[config.mk]
export PLATFORM = sky130hd
export DESIGN_NAME = pipe_hazard_ctrl
export DESIGN_NICKNAME = d
export VERILOG_FILES = /design/src/rtl/pipe_hazard_ctrl.sv
export SDC_FILE = /design/constraint.sdc
export NUM_CORES = 1
export LEC_CHECK = 0
export CAP_MARGIN = 20
export CORE_UTILIZATION = 45
export CTS_CLUSTER_DIAMETER = 200
export DETAILED_ROUTE_END_ITERATION = 16
export PLACE_DENSITY_LB_ADDON = 0.12
export SYNTH_ARGS = -nofsm -noshare
export SYNTH_HDL_FRONTEND = slang
export SYNTH_SLANG_ARGS = --single-unit
[constraint.sdc]
create_clock -name clk -period 3.38 [get_ports clk]
set_input_delay 0.845 -clock clk [delete_from_list [all_inputs] [get_ports clk]]
set_output_delay 0.845 -clock clk [all_outputs]
set_load 0.005 [all_outputs]
[src/rtl/pipe_hazard_ctrl.sv]
// pipe_hazard_ctrl: central stall/flush controller for the 5-stage pipeline.
// Resolves load-use hazards, taken-branch flushes, multi-cycle MDU operations
// held in EX and data-memory wait states (with a timeout watchdog). The hold
// and bubble controls are combinational so they act in the cycle they are
// raised; status outputs (mdu_busy, mem_err, stall_cnt) are registered.
module pipe_hazard_ctrl #(
  parameter int MDU_LAT     = 4,
  parameter int MEM_TIMEOUT = 16,
  parameter int CNT_W       = 16
) (
  input  logic             clk,
  input  logic             reset,
  input  logic [4:0]       id_rs,
  input  logic [4:0]       id_rt,
  input  logic             id_uses_rt,
  input  logic [4:0]       ex_rt,
  input  logic             ex_mem_read,
  input  logic             branch_taken,
  input  logic             mdu_start,
  input  logic             mem_req,
  input  logic             mem_ready,
  output logic             stall_if,
  output logic             stall_id,
  output logic             stall_ex,
  output logic             stall_mem,
  output logic             flush_id,
  output logic             flush_ex,
  output logic             flush_mem,
  output logic             flush_wb,
  output logic             mdu_busy,
  output logic             mem_err,
  output logic [CNT_W-1:0] stall_cnt
);

  // The MDU down-counter only ever holds MDU_LAT-1 down to 1.
  localparam int MDU_CW = (MDU_LAT > 2) ? $clog2(MDU_LAT) : 1;
  // The wait counter must be able to reach MEM_TIMEOUT itself.
  localparam int WAIT_W = $clog2(MEM_TIMEOUT + 1);

  localparam logic [MDU_CW-1:0] MDU_LOAD  = MDU_CW'(MDU_LAT - 1);
  localparam logic [MDU_CW-1:0] MDU_ONE   = MDU_CW'(1);
  localparam logic [MDU_CW-1:0] MDU_ZERO  = {MDU_CW{1'b0}};
  localparam logic [WAIT_W-1:0] WAIT_MAX  = WAIT_W'(MEM_TIMEOUT);
  localparam logic [WAIT_W-1:0] WAIT_ONE  = WAIT_W'(1);
  localparam logic [WAIT_W-1:0] WAIT_ZERO = {WAIT_W{1'b0}};
  localparam logic [CNT_W-1:0]  CNT_MAX   = {CNT_W{1'b1}};
  localparam logic [CNT_W-1:0]  CNT_ONE   = CNT_W'(1);
  localparam logic [CNT_W-1:0]  CNT_ZERO  = {CNT_W{1'b0}};

  typedef enum logic [1:0] {
    ST_RUN      = 2'd0,
    ST_MDU_BUSY = 2'd1,
    ST_MDU_DONE = 2'd2
  } state_t;

  state_t            state_r;
  logic [MDU_CW-1:0] mdu_cnt_r;
  logic [WAIT_W-1:0] wcnt_r;
  logic              mdu_busy_r;
  logic              mem_err_r;
  logic [CNT_W-1:0]  stall_cnt_r;

  logic              mem_pending_s;
  logic              mem_stall_s;
  logic              mem_timeout_s;
  logic              mdu_stall_s;
  logic              load_use_s;

  // Hazard conditions derived from the pipeline inputs and current state.
  always_comb begin
    mem_pending_s = mem_req & ~mem_ready;
    mem_stall_s   = mem_pending_s & (wcnt_r != WAIT_MAX);
    mem_timeout_s = mem_pending_s & (wcnt_r == WAIT_MAX);
    // A new mul/div stalls in the very cycle it shows up in EX; in MDU_DONE
    // the same instruction is still sitting in EX, so mdu_start is ignored.
    if (state_r == ST_MDU_BUSY) begin
      mdu_stall_s = 1'b1;
    end else if (state_r == ST_RUN) begin
      mdu_stall_s = mdu_start;
    end else begin
      mdu_stall_s = 1'b0;
    end
    // Register 0 is hardwired, so a load into $zero never creates a hazard.
    load_use_s = ex_mem_read & (ex_rt != 5'd0) &
                 ((ex_rt == id_rs) | (id_uses_rt & (ex_rt == id_rt)));
  end

  // Prioritised stall/flush drive: memory wait, MDU, branch, load-use.
  always_comb begin
    stall_if  = 1'b0;
    stall_id  = 1'b0;
    stall_ex  = 1'b0;
    stall_mem = 1'b0;
    flush_id  = 1'b0;
    flush_ex  = 1'b0;
    flush_mem = 1'b0;
    flush_wb  = 1'b0;
    if (!reset) begin
      stall_if = 1'b0;
    end else if (mem_stall_s) begin
      // Whole pipe freezes; a bubble enters WB while MEM waits.
      stall_if  = 1'b1;
      stall_id  = 1'b1;
      stall_ex  = 1'b1;
      stall_mem = 1'b1;
      flush_wb  = 1'b1;
    end else if (mdu_stall_s) begin
      // Front end and EX hold; MEM drains and receives a bubble.
      stall_if  = 1'b1;
      stall_id  = 1'b1;
      stall_ex  = 1'b1;
      flush_mem = 1'b1;
    end else if (branch_taken) begin
      // Wrong-path IF and ID instructions are squashed; any load-use on the
      // squashed ID instruction is therefore moot.
      flush_id = 1'b1;
      flush_ex = 1'b1;
    end else if (load_use_s) begin
      // Hold the dependent instruction one cycle and send a bubble to EX.
      stall_if = 1'b1;
      stall_id = 1'b1;
      flush_ex = 1'b1;
    end else begin
      stall_if = 1'b0;
    end
  end

  // MDU sequencing FSM with its down-counter and registered busy flag.
  always_ff @(posedge clk) begin
    if (!reset) begin
      state_r    <= ST_RUN;
      mdu_cnt_r  <= MDU_ZERO;
      mdu_busy_r <= 1'b0;
    end else begin
      case (state_r)
        ST_RUN: begin
          if (mdu_start) begin
            state_r    <= ST_MDU_BUSY;
            mdu_cnt_r  <= MDU_LOAD;
            mdu_busy_r <= 1'b1;
          end else begin
            mdu_busy_r <= 1'b0;
          end
        end
        ST_MDU_BUSY: begin
          // Counts regardless of memory stalls: the unit keeps computing.
          mdu_cnt_r  <= mdu_cnt_r - MDU_ONE;
          mdu_busy_r <= 1'b1;
          if (mdu_cnt_r == MDU_ONE) begin
            state_r <= ST_MDU_DONE;
          end else begin
            state_r <= ST_MDU_BUSY;
          end
        end
        ST_MDU_DONE: begin
          // Leave only once EX can actually advance past the mul/div.
          if (!mem_stall_s) begin
            state_r    <= ST_RUN;
            mdu_busy_r <= 1'b0;
          end else begin
            mdu_busy_r <= 1'b1;
          end
        end
        default: begin
          state_r    <= ST_RUN;
          mdu_cnt_r  <= MDU_ZERO;
          mdu_busy_r <= 1'b0;
        end
      endcase
    end
  end

  // Memory wait counter and sticky watchdog error.
  always_ff @(posedge clk) begin
    if (!reset) begin
      wcnt_r    <= WAIT_ZERO;
      mem_err_r <= 1'b0;
    end else begin
      if (mem_stall_s) begin
        wcnt_r <= wcnt_r + WAIT_ONE;
      end else begin
        wcnt_r <= WAIT_ZERO;
      end
      if (mem_timeout_s) begin
        mem_err_r <= 1'b1;
      end else begin
        mem_err_r <= mem_err_r;
      end
    end
  end

  // Saturating count of cycles in which the front end was held.
  always_ff @(posedge clk) begin
    if (!reset) begin
      stall_cnt_r <= CNT_ZERO;
    end else if (stall_if && (stall_cnt_r != CNT_MAX)) begin
      stall_cnt_r <= stall_cnt_r + CNT_ONE;
    end else begin
      stall_cnt_r <= stall_cnt_r;
    end
  end

  assign mdu_busy  = mdu_busy_r;
  assign mem_err   = mem_err_r;
  assign stall_cnt = stall_cnt_r;

endmodule

======== Word level (Yosys, flattened, before mapping) ========
Cells that the tools add are included.
Widths: inputs -> output; s select.
word-level totals
  bits in registers ....................... 27
  input port bits ......................... 23
  output and inout bits ................... 26
  logic and storage cells ................. 64
operators by class
  add/sub/neg operators ................... 3
  eq/ne operators ......................... 10
  mux-type cells .......................... 30
  bitwise operators ....................... 9
  reduce and logical (&&, ||, !) cells .... 6
operators by type and width
  operator               count
  $mux 1                 23
  $add 16x1->16 const B  1
  $ne 16x16->1 const B   1
  $pmux 2 s3             2
  $eq 5x5->1             2
  $mux 2                 4
  $and 1x1->1            6
  $reduce_and 2->1       3
  $add 5x1->5 const B    1
  $eq 5x5->1 const B     1
  $ne 5x5->1 const B     1
  $reduce_bool 5->1      1
  $eq 2x1->1 const B     2
  $ne 2x2->1 const B     2
  $pmux 1 s3             1
  $eq 2x2->1 const B     1
  $logic_not 2->1        1
  $not 1->1              2
  $sub 2x1->2 const B    1
  $logic_and 1x1->1      1
  $or 1x1->1             1

======== Logic depth before layout (Yosys ltp) ========
  word-level depth ........................ 10
  depth in mapped cells ................... 11

======== Worst setup path after synthesis ========
Ideal clock, no wire load.
  kind .................................... input -> output
  start point ............................. input port ex_rt[1]
  end point ............................... output port stall_if
  data arrival time ....................... 2,313 ps
  required time ........................... 2,535 ps
  slack ................................... 222 ps
  stages .................................. 7
  cell sequence ........................... or4_2 o21ai_0 o31a_1 buf_6 inv_1 buf_2 buf_4
on the way
  word-level cells in the longest chain between the ends .. 9
  elaborated cells between the ends (all ways) .. 12
RTL lines
  element                 line  text
  start, declared         16    input logic [4:0] ex_rt,
  $eq 5x5->1              85    ((ex_rt == id_rs) | (id_uses_rt & (ex_rt == id_rt)));
  $and 1x1->1             85
  $or 1x1->1              85
  $and 1x1->1 *           84    load_use_s = ex_mem_read & (ex_rt != 5'd0) &
  $mux 1 * (5 in series)  --
  end, declared           22    output logic stall_if,
Mark *: on every way between the ends. The rest lies on a longest branch, timed or not.

======== Worst setup path after layout ========
  start point ............................. input port mem_req
  end point ............................... output port flush_id
on the way
  word-level cells in the longest chain between the ends .. 4
RTL lines
  element          line  text
  start, declared  20    input logic mem_req,
  $and 1x1->1      71    mem_pending_s = mem_req & ~mem_ready;
  $and 1x1->1      72    mem_stall_s = mem_pending_s & (wcnt_r != WAIT_MAX);
  $mux 1           100   end else if (mem_stall_s) begin
  $mux 1           98    if (!reset) begin
  end, declared    26    output logic flush_id,
Every way passes these cells.

==> load_flow_metrics.sql <==
INSERT INTO impl_metrics (metric_group, metric, value, unit) VALUES
('floorplan', 'floorplan.die_area', '0.00350', 'mm2'),
('worst_setup_path', 'largest_incremental_delay_on_the_critical_path', '0.52', 'ns'),
('floorplan', 'i_o_pin_count', '49', ''),
('floorplan', 'rows', '20', ''),
('timing', 'slew_headroom', '69.1', '%'),
('logic_synthesis', 'yosys_warnings', '0', ''),
('logic_synthesis', 'synthDistinctLibCells', '42', ''),
('worst_setup_path', 'criticalPathCategory', 'in2out', ''),
('timing', 'timing.hold.ws', '0.480', 'ns'),
('routing', 'drt-initial-drc-count', '63', ''),
('timing', 'final_critical_delay_including_setup_and_external_delays', '3.30', 'ns'),
('cells_and_area', 'nFillCells', '256', ''),
('timing', 'finalSetupViolCount', '0', ''),
('worst_setup_path', 'timing.reg2reg.worst_path_depth', '10', ''),
('global_routing', 'gr-usage-all-layers', '20.1', '%'),
('clock_network', 'clock_tree_from_tritoncts', 'done', ''),
('logic_synthesis', 'yosys_register_bits', '27', ''),
('floorplan', 'floorplan.initialDensity', '47.8', '%'),
('logic_synthesis', 'postSynth.topFlopCell', 'sky130_fd_sc_hd__dfxtp_1', ''),
('routing', 'drt_pass1_iterations', '4', ''),
('cells_and_area', 'final_instance_area', '0.00213', 'mm2'),
('placed_design', 'dp_worst_setup_slack', '-0.449', 'ns'),
('floorplan', 'core_area', '0.00308', 'mm2'),
('run', 'maxCapViolations', '0', ''),
('logic_synthesis', 'synth_enable_flop_cells', '0', ''),
('clock_network', 'worstSkewPairLatency', '0.33', 'ns'),
('power_and_ir_drop', 'highest_ir_drop_seen_on_vdd', '0.209', 'mV'),
('clock_network', 'cts_htree_levels', '1', ''),
('logic_synthesis', 'synth.top_cells.by_area', 'sky130_fd_sc_hd__dfxtp_1 37%, sky130_fd_sc_hd__mux2i_1 8.2%, sky130_fd_sc_hd__xor2_1 6.6%', ''),
('timing', 'timing.final.crit_share', '97.7', '%'),
('cells_and_area', 'insertedDiodeCount', '0', ''),
('logic_synthesis', 'post_synth_inst_count', '174', ''),
('logic_synthesis', 'ys_seq_area_share', '36.8', '%'),
('worst_hold_path', 'worstHoldEndpoint', 'wcnt_r[0]', ''),
('logic_synthesis', 'postSynthAreaPerCell', '8.45', 'um2'),
('logic_synthesis', 'mappedNetlistNets', '201', ''),
('worst_setup_path', 'r2r-end', 'stall_cnt[9]', ''),
('timing', 'hold_viol', '0', ''),
('floorplan', 'fp.dieH', '59.2', 'um'),
('timing', 'clock_skew', '0.0176', 'ns'),
('clock_network', 'cts.reportedPaths.clkPinSlew', '0.13', 'ns'),
('cells_and_area', 'nNetsFinal', '264', ''),
('global_routing', 'wire_length_of_the_first_global_routing_pass', '5400', 'um'),
('worst_setup_path', 'worstSetupStartpointType', 'primary input', ''),
('worst_hold_path', 'hold_path_class', 'reg2reg', ''),
('logic_synthesis', 'synth.cell_area', '0.00147', 'mm2'),
('logic_synthesis', 'synth_largest_type_area_fraction', '36.8', '%'),
('timing', 'postLayoutSetupSlackWorst', '0.0776', 'ns'),
('global_routing', 'number_of_global_route_vias_before_repair', '1331', ''),
('worst_setup_path', 'required', '2.53', 'ns'),
('routing', 'drt_wl_total', '3370', 'um'),
('timing', 'timing.final.max_slew_violations', '0', ''),
('routing', 'post-route-drc-count', '0', ''),
('clock_network', 'clk_root_buffer_cell', 'sky130_fd_sc_hd__clkbuf_4', ''),
('worst_setup_path', 'worst_ep_arrival_time', '2.46', 'ns'),
('timing', 'fmax', '303', 'MHz'),
('routing', 'routed_via_density', '5.03', ''),
('power_and_ir_drop', 'power.total', '601', 'uW'),
('timing', 'worstMarginPinSlew', '0.462', 'ns'),
('worst_hold_path', 'worstHoldPathCells', '1', ''),
('timing', 'grt_setup_unrepaired', 'no', ''),
('routing', 'wire_per_inst', '12.0', 'um'),
('worst_setup_path', 'regToRegSetupSlack', '1.07', 'ns'),
('run_status', 'run_status', 'finished clean', ''),
('cells_and_area', 'fraction_of_layout_cells_with_a_size_suffix_above_1', '15.7', '%'),
('cells_and_area', 'final_core_utilization', '69.3', '%'),
('worst_setup_path', 'cpMostUsedCell', 'sky130_fd_sc_hd__clkdlybuf4s50_1', ''),
('clock_network', 'cts-hold-fix-buffers', '0', ''),
('global_routing', 'grt_max_degree', '17', ''),
('cells_and_area', 'syn_to_final_growth', '45.2', '%'),
('worst_setup_path', 'setup.worst_path.end_class', 'primary output', '');
## how the worst max path moves through the flow
stage / to / depth (start not counted) / slack [ns]
after global placement: stall_if / 8 / -0.39
after floorplan: stall_if / 7 / 0.22
after detailed placement: stall_if / 8 / -0.45
after CTS: stall_if / 8 / 0.01
after global routing: flush_ex / 10 / 0.006
final: flush_id / 6 / 0.08
## state kept, by name (all words and copies together) (netlist names)
signal,count
stall_cnt,16
wcnt_r,5
mdu_cnt_r,2
state_r,2
mdu_busy,1
mem_err,1
## worst max-delay path: cells and delay by family
kind                   cells  cell delay, ns
buffers and inverters      3            1.08
AND/OR/NAND/NOR            3            0.52
## report_power, final
part	switching [mW]	leakage, nW	internal (mW)
Clock	0.0965	0.0139	0.0453
Sequential	0.00727	0.219	0.327
Combinational	0.0521	0.683	0.0731
## cells in the final DEF (no fill, tap or decap), types with 2 or more instances in the layout
cell                              netlist  final
sky130_fd_sc_hd__a21oi_1                8      8
sky130_fd_sc_hd__and2_1                 2      2
sky130_fd_sc_hd__and3_1                 8      8
sky130_fd_sc_hd__buf_4                  2     18
sky130_fd_sc_hd__clkbuf_4               0      3
sky130_fd_sc_hd__clkdlybuf4s50_1        0     38
sky130_fd_sc_hd__dfxtp_1               27     27
sky130_fd_sc_hd__dlygate4sd2_1          0      5
sky130_fd_sc_hd__dlymetal6s2s_1         0      2
sky130_fd_sc_hd__ha_1                   4      4
sky130_fd_sc_hd__inv_1                  9      8
sky130_fd_sc_hd__mux2i_1               12     12
sky130_fd_sc_hd__nand2_1               16     16
sky130_fd_sc_hd__nand2b_1               6      6
sky130_fd_sc_hd__nand3_1               11     11
sky130_fd_sc_hd__nand3b_1               2      2
sky130_fd_sc_hd__nand4_1                5      5
sky130_fd_sc_hd__nor2_1                13     12
sky130_fd_sc_hd__nor3_1                 5      5
sky130_fd_sc_hd__o21ai_0                3      2
sky130_fd_sc_hd__or2_2                  2      2
sky130_fd_sc_hd__or4_4                  1      2
sky130_fd_sc_hd__xnor2_1                2      2
sky130_fd_sc_hd__xor2_1                11     11
## cell families (layout without fill, tap and decap cells)
kind of cell | count (synthesis) | after routing | synth area share (%)
adder cells (fa/ha/maj) | 4 | 4 | 3.40
flip-flops | 27 | 27 | 36.8
buffers and inverters | 18 | 80 | 5.70
multiplexers | 13 | 13 | 8.94
AND/OR/NAND/NOR | 81 | 81 | 30.0
AO/OA/AOI/OAI | 18 | 18 | 7.40
XOR/XNOR | 13 | 13 | 7.74
## repair_timing
action | CTS | global route
pin swaps | 4 | 6
endpoints found under the setup margin | 3 | 3
endpoints found under the hold margin | 0 | 0
gates resized for setup | 17 | 7
buffers inserted | 4 | 0
## stage by stage
step	cells	TNS (ns)
floorplan	174	0
global placement	272	-1.17
detailed placement	272	-1.33
CTS	280	0
global route	280	0
finish	280	0
## per-layer routing
layer,global-route usage (%),wire length (um)
met1,23.4,1550
met2,36.2,1640
met3,4.15,124
met4,7.14,54
met5,0,0
## Yosys cell counts, drive strengths merged, types with 2 or more instances
cell type,instances
nor4,2
nor3,5
inv,9
and3,8
nand2,16
nand3b,2
ha,4
mux2i,12
buf,5
nand3,11
nand4,5
nor3b,2
nand2b,6
clkbuf,3
or2,2
xnor2,2
o21ai,4
or4,3
dfxtp,27
nor2,13
a21oi,8
and2,2
xor2,11
## cell type report
class	count	area [um2]	share of cell area, %
timing repair buffer	66	606	28.4
tap	44	55.1	2.58
sequential	27	541	25.3
multi-input combinational	129	866	40.6
clock buffer	3	22.5	1.06
clock inverter	1	7.51	0.352
inverter	10	37.5	1.76
No activity file was read; power rests on OpenSTA's default activity.
